--- src/rtl/alu_wide_seq.sv ---
// Multi-cycle wide ALU controller: runs NBYTES-wide operations through an external
// 8-bit ALU one byte per cycle, LSB first, chaining carry and aggregating flags.
module alu_wide_seq #(
    parameter int unsigned NBYTES = 2
) (
    input  logic                clk,
    input  logic                rst_n,
    input  logic                req_valid,
    output logic                req_ready,
    input  logic [3:0]          req_op,
    input  logic [8*NBYTES-1:0] req_a,
    input  logic [8*NBYTES-1:0] req_b,
    output logic                res_valid,
    input  logic                res_ready,
    output logic [8*NBYTES-1:0] res_data,
    output logic                res_c,
    output logic                res_n,
    output logic                res_v,
    output logic                res_z,
    output logic                alu_s2,
    output logic                alu_s1,
    output logic                alu_s0,
    output logic                alu_cin,
    output logic [7:0]          alu_a,
    output logic [7:0]          alu_b,
    input  logic [7:0]          alu_op,
    input  logic                alu_c,
    input  logic                alu_n,
    input  logic                alu_v,
    input  logic                alu_z
);

    localparam int unsigned W  = 8 * NBYTES;
    localparam int unsigned KW = $clog2(NBYTES) + 1;

    typedef enum logic [1:0] {StIdle, StBusy, StDone} state_e;

    state_e          state_q, state_d;
    logic [3:0]      op_q, op_d;
    logic [W-1:0]    a_q, a_d, b_q, b_d;
    logic [KW-1:0]   k_q, k_d;
    logic            carry_q, carry_d;
    logic            z_acc_q, z_acc_d;
    logic [W-1:0]    res_data_q, res_data_d;
    logic            res_c_q, res_c_d, res_n_q, res_n_d;
    logic            res_v_q, res_v_d, res_z_q, res_z_d;
    logic            res_valid_q, res_valid_d;

    logic [W-1:0]    a_sh, b_sh;
    logic            last_byte;

    assign a_sh      = a_q >> {k_q, 3'b000};
    assign b_sh      = b_q >> {k_q, 3'b000};
    assign last_byte = (k_q == KW'(NBYTES - 1));

    always_ff @(posedge clk or negedge rst_n) begin
        if (!rst_n) begin
            state_q     <= StIdle;
            op_q        <= '0;
            a_q         <= '0;
            b_q         <= '0;
            k_q         <= '0;
            carry_q     <= 1'b0;
            z_acc_q     <= 1'b0;
            res_data_q  <= '0;
            res_c_q     <= 1'b0;
            res_n_q     <= 1'b0;
            res_v_q     <= 1'b0;
            res_z_q     <= 1'b0;
            res_valid_q <= 1'b0;
        end else begin
            state_q     <= state_d;
            op_q        <= op_d;
            a_q         <= a_d;
            b_q         <= b_d;
            k_q         <= k_d;
            carry_q     <= carry_d;
            z_acc_q     <= z_acc_d;
            res_data_q  <= res_data_d;
            res_c_q     <= res_c_d;
            res_n_q     <= res_n_d;
            res_v_q     <= res_v_d;
            res_z_q     <= res_z_d;
            res_valid_q <= res_valid_d;
        end
    end

    always_comb begin
        state_d     = state_q;
        op_d        = op_q;
        a_d         = a_q;
        b_d         = b_q;
        k_d         = k_q;
        carry_d     = carry_q;
        z_acc_d     = z_acc_q;
        res_data_d  = res_data_q;
        res_c_d     = res_c_q;
        res_n_d     = res_n_q;
        res_v_d     = res_v_q;
        res_z_d     = res_z_q;
        res_valid_d = res_valid_q;
        req_ready   = 1'b0;
        alu_s2      = 1'b0;
        alu_s1      = 1'b0;
        alu_s0      = 1'b0;
        alu_cin     = 1'b0;
        alu_a       = 8'h00;
        alu_b       = 8'h00;

        unique case (state_q)
            StIdle: begin
                req_ready = 1'b1;
                if (req_valid) begin
                    op_d       = req_op;
                    a_d        = req_a;
                    b_d        = req_b;
                    res_data_d = '0;
                    z_acc_d    = 1'b1;
                    k_d        = '0;
                    state_d    = StBusy;
                end
            end
            StBusy: begin
                alu_s2 = op_q[3];
                alu_s1 = op_q[2];
                alu_s0 = op_q[1];
                // Logic ops use cin as a function select, so it must not follow the carry chain.
                alu_cin = (op_q[3] || k_q == '0) ? op_q[0] : carry_q;
                alu_a   = a_sh[7:0];
                alu_b   = b_sh[7:0];
                for (int i = 0; i < NBYTES; i++) begin
                    if (k_q == KW'(i)) res_data_d[8*i +: 8] = alu_op;
                end
                carry_d = alu_c;
                z_acc_d = z_acc_q & alu_z;
                k_d     = k_q + 1'b1;
                if (last_byte) begin
                    res_n_d     = alu_n;
                    res_z_d     = z_acc_q & alu_z;
                    res_c_d     = ~op_q[3] & alu_c;
                    res_v_d     = ~op_q[3] & alu_v;
                    res_valid_d = 1'b1;
                    state_d     = StDone;
                end
            end
            StDone: begin
                if (res_ready) begin
                    res_valid_d = 1'b0;
                    state_d     = StIdle;
                end
            end
            default: state_d = StIdle;
        endcase
    end

    assign res_valid = res_valid_q;
    assign res_data  = res_data_q;
    assign res_c     = res_c_q;
    assign res_n     = res_n_q;
    assign res_v     = res_v_q;
    assign res_z     = res_z_q;

endmodule

--- config.mk ---
export PLATFORM = sky130hd
export DESIGN_NAME = alu_wide_seq
export DESIGN_NICKNAME = d
export VERILOG_FILES = /design/src/rtl/alu_wide_seq.sv
export SDC_FILE = /design/constraint.sdc
export NUM_CORES = 1
export LEC_CHECK = 0
export BUFFER_PORTS_ARGS = -buffer_cell sky130_fd_sc_hd__buf_2
export CORE_MARGIN = 2
export CORE_UTILIZATION = 34
export DETAILED_ROUTE_END_ITERATION = 10
export GPL_TIMING_DRIVEN = 0
export SYNTH_ARGS = -nofsm -noshare
export SYNTH_HDL_FRONTEND = slang
export SYNTH_SLANG_ARGS = --single-unit
export TNS_END_PERCENT = 30
--- constraint.sdc ---
create_clock -name clk -period 2.85 [get_ports clk]
set_clock_uncertainty 0.15 [all_clocks]
set_input_delay 0.285 -clock clk [delete_from_list [all_inputs] [get_ports clk]]
set_output_delay 0.285 -clock clk [all_outputs]
set_load 0.02 [all_outputs]
==> results of run 1 <==
==> stage by stage <==
stage	std cells	power [W]	hold slack (ps)	worst slack, ps
2_1_floorplan	240	0.00321	-161	800
3_3_place_gp	441	0.00382	307	524
3_5_place_dp	441	0.00386	284	505
4_1_cts	459	0.00459	3.99	169
5_1_grt	459	0.00484	0.622	37.0
6_report	459	0.00451	26.3	253
==> cell families (layout without fill, tap and decap cells) <==
kind of cell | Yosys count | count (layout)
AO/OA/AOI/OAI | 30 | 30
buffers and inverters | 18 | 129
multiplexers | 54 | 54
AND/OR/NAND/NOR | 73 | 73
flip-flops | 63 | 63
adder cells (fa/ha/maj) | 2 | 2
==> sequential cells by signal, indices dropped and copies added (netlist names) <==
register   cells
z_acc_q        1
res_data      16
res_z          1
res_valid      1
res_n          1
state_q        2
carry_q        1
res_c          1
b_q           16
res_v          1
k_q            2
a_q           16
op_q           4
==> metal layers <==
layer | vias up | wire length (um) | global-route usage [%]
li1 | 1047 | - | -
met1 | 1020 | 3180 | 19.7
met2 | 82 | 2930 | 22.2
met3 | 5 | 493 | 5.40
met4 | 0 | 64 | 5.02
met5 | - | 0 | 0
==> layout by cell type, fill, tap and decap left out, drive strengths merged <==
cell type      n
nor2          20
a22o           1
nand2         41
o31ai          1
dfrtp         63
nand2b         2
o21ai          7
clkinv         2
inv            3
mux2          38
mux2i         16
dlygate4sd3    2
clkbuf        19
and2b          2
nand3b         1
o21bai         1
and2           4
buf          102
clkinvlp       1
a21oi          4
a32oi         16
nor2b          3
ha             2
==> power groups by stage <==
stage / combinational, W / sequential, W / clock, W
after global placement: 0.00225 / 0.00157 / 0
after CTS: 0.00229 / 0.00157 / 0.000735
after floorplan: 0.00156 / 0.00165 / 0
after global routing: 0.00245 / 0.00163 / 0.000769
final: 0.00224 / 0.00156 / 0.000701
after detailed placement: 0.00228 / 0.00158 / 0
==> final timing paths <==
kind / slack, ps / to / cells after the start / startpoint
min in group asynchronous: 440 / res_n / 2 / rst_n
setup reg to reg: 550 / res_data[6] / 8 / k_q[0]
setup / recovery: 250 / alu_cin / 8 / k_q[0]
hold reg to reg: 330 / res_c / 2 / res_c
hold / removal: 30 / b_q[7] / 2 / req_b[7]
max in group asynchronous: 1580 / a_q[9] / 2 / rst_n
==> layout make-up <==
| class | count | area, um2 | area share, % |
|---|---|---|---|
| repair buffers | 95 | 488 | 12.9 |
| inverters | 3 | 11.3 | 0.299 |
| clock buffers | 13 | 159 | 4.22 |
| flip-flops and latches | 63 | 1580 | 41.8 |
| clock inverters | 3 | 17.5 | 0.465 |
| plain buffers | 15 | 121 | 3.22 |
| well taps | 108 | 135 | 3.58 |
| multi-input cells | 159 | 1260 | 33.5 |
==> worst max-delay path, stage by stage (launching register included) <==
cell	delay [ps]
dfrtp_1	350
buf_2	330
buf_2	370
inv_1	80
ha_1	240
nor2_1	110
nand2_1	60
a21oi_1	120
buf_2	180
==> results.sh, run 1 <==
export IMPL_wl_per_cell_um=14.5
export IMPL_p_int_w=0.00272
export IMPL_rows=34
export IMPL_antennaDiodeCount=0
export IMPL_synthCells=240
export IMPL_syn_avg_cell_area_um2=12.4
export IMPL_grt_pass1_vias=2197
export IMPL_clock_fmax_mhz=385
export IMPL_drc=0
export IMPL_cts_setup_buffers=0
export IMPL_place_area_mm2=0.00357
export IMPL_ys_seq_area_share_pct=53.1
export IMPL_first_pass_iters=4
export IMPL_worstSetupStartpointType="flip-flop"
export IMPL_clock_sinks=63
export IMPL_dieArea_mm2=0.00950
export IMPL_synth_compound_area_share_pct=7.50
export IMPL_post_route_util_pct=43.9
export IMPL_critPathKind="reg -> out"
export IMPL_start_util_pct=34.6
export IMPL_combPwrFrac_pct=49.8
export IMPL_pwr_share_seq_pct=34.7
export IMPL_core_area_mm2=0.00859
export IMPL_synthSimpleGateAreaFrac_pct=10.5
export IMPL_design_area_mm2=0.00377
export IMPL_synth_area_top_cells="dfrtp_1 53%, mux2_4 15%, mux2i_1 5.4%, nand2_1 5.2%, a32oi_1 4.7%"
export IMPL_yosysMostFrequentCell="dfrtp_1"
export IMPL_p_switching_w=0.00179
export IMPL_postRouteAntennaNets=0
export IMPL_fill_cells=854
export IMPL_ctsHoldBuffers=2
export IMPL_endpoint_kind="primary output"
export IMPL_io_pins=94
export IMPL_cts_made_buffers=9
export IMPL_clockPowerShare_pct=15.5
export IMPL_muxShareOfSynthArea_pct=23.6
export IMPL_vias_per_cell=4.69
export IMPL_grt_max_degree=64
export IMPL_io_buffers=93
export IMPL_dp_hpwl_mm=4.67
export IMPL_insertion_delay_ps=330
export IMPL_cts_htree_levels=3
export IMPL_cts_buffer_depth=2
export IMPL_hold_class="in -> reg"
export IMPL_synth_xor_area_share_pct=0
export IMPL_grt_pass1_wl_mm=11.0
export IMPL_yosys_cell_types_count=26
export IMPL_synth_edf_count=0
export IMPL_antenna_found_initial=0
export IMPL_async_flop_share_pct=100
export IMPL_slew_viol_final=0
export IMPL_tightest_slew_ps=808
export IMPL_p_per_area_mw_per_mm2=1200
export IMPL_setup_viol=0
export IMPL_sw_frac_of_total_pct=39.7
export IMPL_yosysWarningCount=0
export IMPL_fp_dieH_um=97.5
export IMPL_drive_gt1_share_pct=44.7
export IMPL_place_gp_congestion=0.703
export IMPL_syn_nets=294
export IMPL_crit_fanout=10
export IMPL_critPathRequiredTime_ps=2410
export IMPL_drt_iter0_drc=52
export IMPL_synth_top_family_by_area="multiplexers"
export IMPL_yosys_top_cells_count="63 x dfrtp_1, 41 x nand2_1, 30 x mux2_4, 19 x nor2_1"
export IMPL_rsz0062_at_grt="false"
export IMPL_synth_fa_ha_area_share_pct=0.842
export IMPL_cts_resized=0
export IMPL_run_status="finished, final reports clean"
export IMPL_area_growth_pct=26.9
export IMPL_max_cap_viol_count=0
export IMPL_max_slew_margin_pct=46.1
export IMPL_routed_wl_mm=6.67
export IMPL_timing_final_crit_share_pct=91.1
export IMPL_synth_top_area_share_pct=53.1
export IMPL_clkTransAtPathRegs_ps=70
export IMPL_finalSetupTns_ps=0
export IMPL_period_needed_ps=2600
export IMPL_synthFlopType="dfrtp_1"
export IMPL_hold_viol=0
export IMPL_grtUsageTotal_pct=14.7
export IMPL_vias=2154
export IMPL_cts_root_buf="clkbuf_8"
export IMPL_nets=400
export IMPL_die_w_um=97.5
export IMPL_cts_tree="built"
export IMPL_p_leak_nw=1.92
export IMPL_synth_area_mm2=0.00297
export IMPL_ys_ff_latch=63
export IMPL_grt_ovfl_total=0
export IMPL_crit_arrival_ps=2160
export IMPL_irDropWorstVdd_uv=480
export IMPL_synth_top_area_cell="dfrtp_1"
No activity file was read; power rests on OpenSTA's default activity.
==> inputs of run 2 (changes only) <==
- ABC_AREA: unset -> 1
- CTS_BUF_LIST: unset -> sky130_fd_sc_hd__clkbuf_8 sky130_fd_sc_hd__clkbuf_16
==> results.sh, run 2 <==
export IMPL_r2r_end="res_data[7]"
export IMPL_die_w_um=95.8
export IMPL_grtUsageTotal_pct=17.5
export IMPL_critPathRequiredTime_ps=2410
export IMPL_synthFlopType="dfrtp_1"
export IMPL_yosys_cell_types_count=19
export IMPL_synth_top_area_share_pct=55.1
export IMPL_drt_iter0_drc=77
export IMPL_yosysWarningCount=0
export IMPL_drive_gt1_share_pct=27.2
export IMPL_multiInputGateArea_mm2=0.00110
export IMPL_ys_ff_latch=63
export IMPL_antennaDiodeCount=0
export IMPL_clock_fmax_mhz=386
export IMPL_ys_seq_area_share_pct=55.1
export IMPL_vias=2643
export IMPL_r2r_cells=9
export IMPL_crit_path_start="k_q[0]"
export IMPL_synthCells=357
export IMPL_rsz0062_at_grt="false"
export IMPL_slew_viol_final=0
export IMPL_area_growth_pct=27.2
export IMPL_run_status="finished, final reports clean"
export IMPL_synth_edf_count=0
export IMPL_cts_buffer_depth=2
export IMPL_antenna_found_initial=0
export IMPL_insertion_delay_ps=340
export IMPL_final_cell_mix="160 x nand2_1, 98 x buf_2, 63 x dfrtp_1"
export IMPL_place_gp_congestion=0.764
export IMPL_clkTransAtPathRegs_ps=70
export IMPL_rows=33
export IMPL_fill_cells=874
export IMPL_holdWs_ps=16.4
export IMPL_core_area_mm2=0.00818
export IMPL_grt_max_degree=64
export IMPL_drc=0
export IMPL_grt_pass1_wl_mm=12.1
export IMPL_dp_hpwl_mm=5.27
export IMPL_crit_fanout=10
export IMPL_first_pass_iters=4
export IMPL_seqCellArea_mm2=0.00158
export IMPL_syn_avg_cell_area_um2=8.02
export IMPL_postRouteAntennaNets=0
export IMPL_setup_viol=0
export IMPL_synth_area_top_cells="dfrtp_1 55%, nand2_1 21%, nand3_1 7.5%, a21oi_1 3.5%, nor2_1 2.2%"
export IMPL_fp_dieH_um=95.8
export IMPL_grt_pass1_vias=2573
export IMPL_irDropWorstVdd_uv=569
export IMPL_hold_viol=0
export IMPL_crit_arrival_ps=2160
export IMPL_worstSetupStartpointType="flip-flop"
export IMPL_met2_usage_pct=27.8
export IMPL_hold_class="in -> reg"
export IMPL_cts_htree_levels=3
export IMPL_max_cap_viol_count=0
export IMPL_start_util_pct=35.0
export IMPL_tightest_slew_ps=794
export IMPL_layout_commonest_cell="nand2_1"
export IMPL_syn_nets=411
export IMPL_dieArea_mm2=0.00917
export IMPL_timing_final_crit_share_pct=90.9
export IMPL_grt_ovfl_total=0
export IMPL_reg2reg_from="k_q[0]"
export IMPL_async_flop_share_pct=100
export IMPL_endpoint_kind="primary output"
export IMPL_synth_top_area_cell="dfrtp_1"
export IMPL_critPathKind="reg -> out"
export IMPL_synth_area_mm2=0.00286
export IMPL_totalPowerFinal_w=0.00423
export IMPL_nets=516
export IMPL_io_pins=94
export IMPL_p_per_area_mw_per_mm2=1160
export IMPL_grtUsageMet1_pct=23.0
export IMPL_finalSetupTns_ps=0
export IMPL_vias_per_cell=4.62
export IMPL_top_usage_layer="met2"
export IMPL_yosysMostFrequentCell="nand2_1"
export IMPL_period_needed_ps=2590
export IMPL_dpl_cell_count=554
export IMPL_max_slew_margin_pct=47.0
export IMPL_p_leak_nw=2.07
export IMPL_grtUsageMet3_pct=5.09
export IMPL_cts_made_buffers=9
export IMPL_cts_tree="built"
export IMPL_io_buffers=92
export IMPL_cts_root_buf="clkbuf_8"
export IMPL_routed_wl_mm=7.44
export IMPL_ff2ff_setup_slack_ps=700
export IMPL_wl_per_cell_um=13.0
export IMPL_holdPathStages=3
export IMPL_clock_sinks=63
export IMPL_endpoint="alu_cin"
export IMPL_yosys_top_cells_count="160 x nand2_1, 63 x dfrtp_1, 43 x nand3_1, 20 x a21oi_1, 17 x nor2_1"
export IMPL_finalNonFillerCells=572
## run 2: cell count changes after synthesis, sizes merged, moves of 2 or more
cell,before,now
nand2,41,164
nor2b,3,0
and2,4,0
a21oi,4,20
mux2,38,0
nand3,0,43
buf,9,13
inv,3,17
and2b,2,0
nand2b,2,0
mux2i,16,0
a32oi,16,0
## run 2: final cells by class
cell class / instances / share of cell area (%)
clock buffer: 9 / 3.40
clock inverter: 7 / 1.13
buffer: 18 / 3.13
sequential: 63 / 43.3
multi-input combinational: 258 / 30.3
timing repair buffer: 94 / 13.3
inverter: 18 / 1.86
tap: 105 / 3.61
## run 2: stage by stage
step           area, um2  util (%)  setup slack, ps
2_1_floorplan       2860         -              881
3_3_place_gp        3450      42.3              585
3_5_place_dp        3460      42.3              624
4_1_cts             3640      44.6              249
5_1_grt             3640      44.6             97.8
6_report            3640      44.6              259
## run 2: how the worst min path moves through the flow
| stage | from | endpoint | slack [ps] |
|---|---|---|---|
| 6_report | alu_c | carry_q | 20 |
| 5_1_grt | req_b[12] | b_q[12] | 10 |
| 4_1_cts | req_b[4] | b_q[4] | 4 |
| 3_5_place_dp | rst_n | res_v | 280 |
| 3_3_place_gp | res_data[7] | res_data[7] | 300 |
| 2_1_floorplan | rst_n | a_q[0] | -160 |
## run 2: routing by layer
metal,up-vias,share of wire [%]
li1,1329,-
met5,-,0
met1,1226,47
met2,83,45
met4,0,0.94
met3,5,7.0
## run 2: timing repair
| item | 4_1_cts | 5_1_grt |
|---|---|---|
| buffers inserted | 0 | 0 |
| hold buffers | 2 | 0 |
| endpoints found under the hold margin | 64 | 0 |
| gates resized for setup | 0 | 0 |
## run 2: cell families after synthesis
logic type | after synthesis | share of synthesized area [%]
AO/OA/AOI/OAI | 29 | 5.16
adder cells (fa/ha/maj) | 2 | 0.874
buffers and inverters | 36 | 6.34
flip-flops | 63 | 55.1
AND/OR/NAND/NOR | 227 | 32.6
## run 2: power breakdown
part	total [W]	leakage (nW)	internal [W]	switching, W
logic	0.00204	1.20	0.000665	0.00137
registers	0.00152	0.788	0.00129	0.000230
clock network	0.000667	0.0822	0.000307	0.000360
## run 2: critical path: stages (launching register included)
cell      delay (ps)
dfrtp_1          350
buf_2            220
clkinv_1         260
buf_2            270
ha_1             260
nor2_1           100
o21ai_0           80
nor2_1           100
buf_2            170
==> inputs of run 3 (changes only) <==
==> constraint.sdc (replaced) <==
create_clock -name clk -period 2.85 [get_ports clk]
set_clock_uncertainty 0.15 [all_clocks]
set_input_delay 0.1425 -clock clk [delete_from_list [all_inputs] [get_ports clk]]
set_output_delay 0.1425 -clock clk [all_outputs]
set_load 0.02 [all_outputs]
==> results.sh, run 3 (same netlist as run 2, synthesis figures left out) <==
export IMPL_routed_wl_mm=7.81
export IMPL_grt_pass1_vias=2725
export IMPL_hold_viol=0
export IMPL_fill_cells=829
export IMPL_vias_per_cell=4.56
export IMPL_first_pass_iters=4
export IMPL_endpoint_kind="primary output"
export IMPL_cts_root_buf="clkbuf_8"
export IMPL_holdWs_ps=14.3
export IMPL_irDropWorstVdd_uv=587
export IMPL_seqCellArea_mm2=0.00158
export IMPL_max_cap_viol_count=0
export IMPL_vias=2830
export IMPL_fp_dieH_um=95.8
export IMPL_reg2reg_from="k_q[0]"
export IMPL_crit_arrival_ps=2160
export IMPL_clock_fmax_mhz=408
export IMPL_max_slew_margin_pct=47.3
export IMPL_run_status="finished, final reports clean"
export IMPL_critPathKind="reg -> out"
export IMPL_cts_made_buffers=9
export IMPL_place_gp_congestion=0.764
export IMPL_dieArea_mm2=0.00917
export IMPL_tightest_slew_ps=791
export IMPL_multiInputGateArea_mm2=0.00110
export IMPL_worstSetupStartpointType="flip-flop"
export IMPL_antenna_found_initial=0
export IMPL_start_util_pct=35.0
export IMPL_io_buffers=92
export IMPL_wl_per_cell_um=12.6
export IMPL_crit_path_start="k_q[0]"
export IMPL_die_w_um=95.8
export IMPL_cts_tree="built"
export IMPL_clkTransAtPathRegs_ps=70
export IMPL_dp_hpwl_mm=5.27
export IMPL_nets=565
export IMPL_drt_iter0_drc=97
export IMPL_core_area_mm2=0.00818
export IMPL_io_pins=94
export IMPL_layout_commonest_cell="nand2_1"
export IMPL_p_per_area_mw_per_mm2=1040
export IMPL_p_leak_nw=2.28
export IMPL_crit_fanout=10
export IMPL_cts_buffer_depth=2
export IMPL_slew_viol_final=0
export IMPL_drive_gt1_share_pct=24.6
export IMPL_period_needed_ps=2450
export IMPL_antennaDiodeCount=0
export IMPL_finalSetupTns_ps=0
export IMPL_cts_setup_buffers=0
export IMPL_cts_resized=0
export IMPL_final_cell_mix="160 x nand2_1, 98 x buf_2, 63 x dfrtp_1"
export IMPL_grtUsageTotal_pct=18.2
export IMPL_grt_pass1_wl_mm=12.6
export IMPL_grt_ovfl_total=0
export IMPL_clock_sinks=63
export IMPL_timing_final_crit_share_pct=85.9
export IMPL_critPathRequiredTime_ps=2560
export IMPL_grt_max_degree=64
export IMPL_setup_viol=0
export IMPL_area_growth_pct=44.4
export IMPL_drc=0
export IMPL_hold_path_startpoint="req_valid"
export IMPL_postRouteAntennaNets=0
export IMPL_hold_class="in -> reg"
export IMPL_rows=33
export IMPL_rsz0062_at_grt="false"
export IMPL_insertion_delay_ps=340
export IMPL_cts_htree_levels=3
-- run 3: changes by cell type in the layout (fill, tap and decap cells not counted), sizes merged --
cell	change
dlygate4sd3	+49
-- run 3: stage by stage --
stage,instance area [um2],cells,utilization [%],setup WS [ps],total power (W)
global route,4130,621,50.6,240,0.00468
global placement,3450,554,42.3,719,0.00356
floorplan,2860,357,-,1020,0.00293
CTS,4130,621,50.6,392,0.00433
detailed placement,3460,554,42.3,699,0.00360
finish,4130,621,50.6,401,0.00429
-- run 3: final timing paths --
kind	end	slack (ps)	depth (start not counted)
setup / recovery	alu_cin	400	8
hold / removal	op_q[0]	10	3
setup reg to reg	res_data[4]	700	9
hold reg to reg	res_data[0]	320	2
max in group asynchronous	a_q[13]	1760	2
min in group asynchronous	res_v	280	2
-- run 3: cell type report --
| cell class | count | share of cell area, % |
|---|---|---|
| buffer | 18 | 2.76 |
| clock inverter | 7 | 0.999 |
| clock buffer | 9 | 3.00 |
| multi-input combinational | 258 | 26.7 |
| inverter | 18 | 1.63 |
| tap | 105 | 3.18 |
| sequential | 63 | 38.1 |
| timing repair buffer | 143 | 23.6 |
-- run 3: critical path, cell delays in order, from the launching register on --
cell	delay, ps
dfrtp_1	350
buf_2	220
clkinv_1	250
buf_2	270
ha_1	260
nor2_1	100
o21ai_0	80
nor2_1	110
buf_2	170
-- run 3: where the power goes --
group / switching (W) / internal (W) / leakage [nW]
Clock: 0.000362 / 0.000307 / 0.0822
Sequential: 0.000232 / 0.00129 / 0.788
Combinational: 0.00138 / 0.000711 / 1.41
Total: 0.00198 / 0.00231 / 2.28
-- run 3: per-layer routing --
metal  wire, um  vias to the layer above  track usage [%]
met4         70                        0             5.95
met5          0                        -                0
li1           -                     1432                -
met3        480                        5             4.93
met1       3620                     1299             23.3
met2       3630                       94             30.0
-- run 3: what timing repair did --
item / in CTS / in global routing
endpoints found under the hold margin: 122 / 0
hold buffers: 51 / 0
setup endpoints to repair: 0 / 0
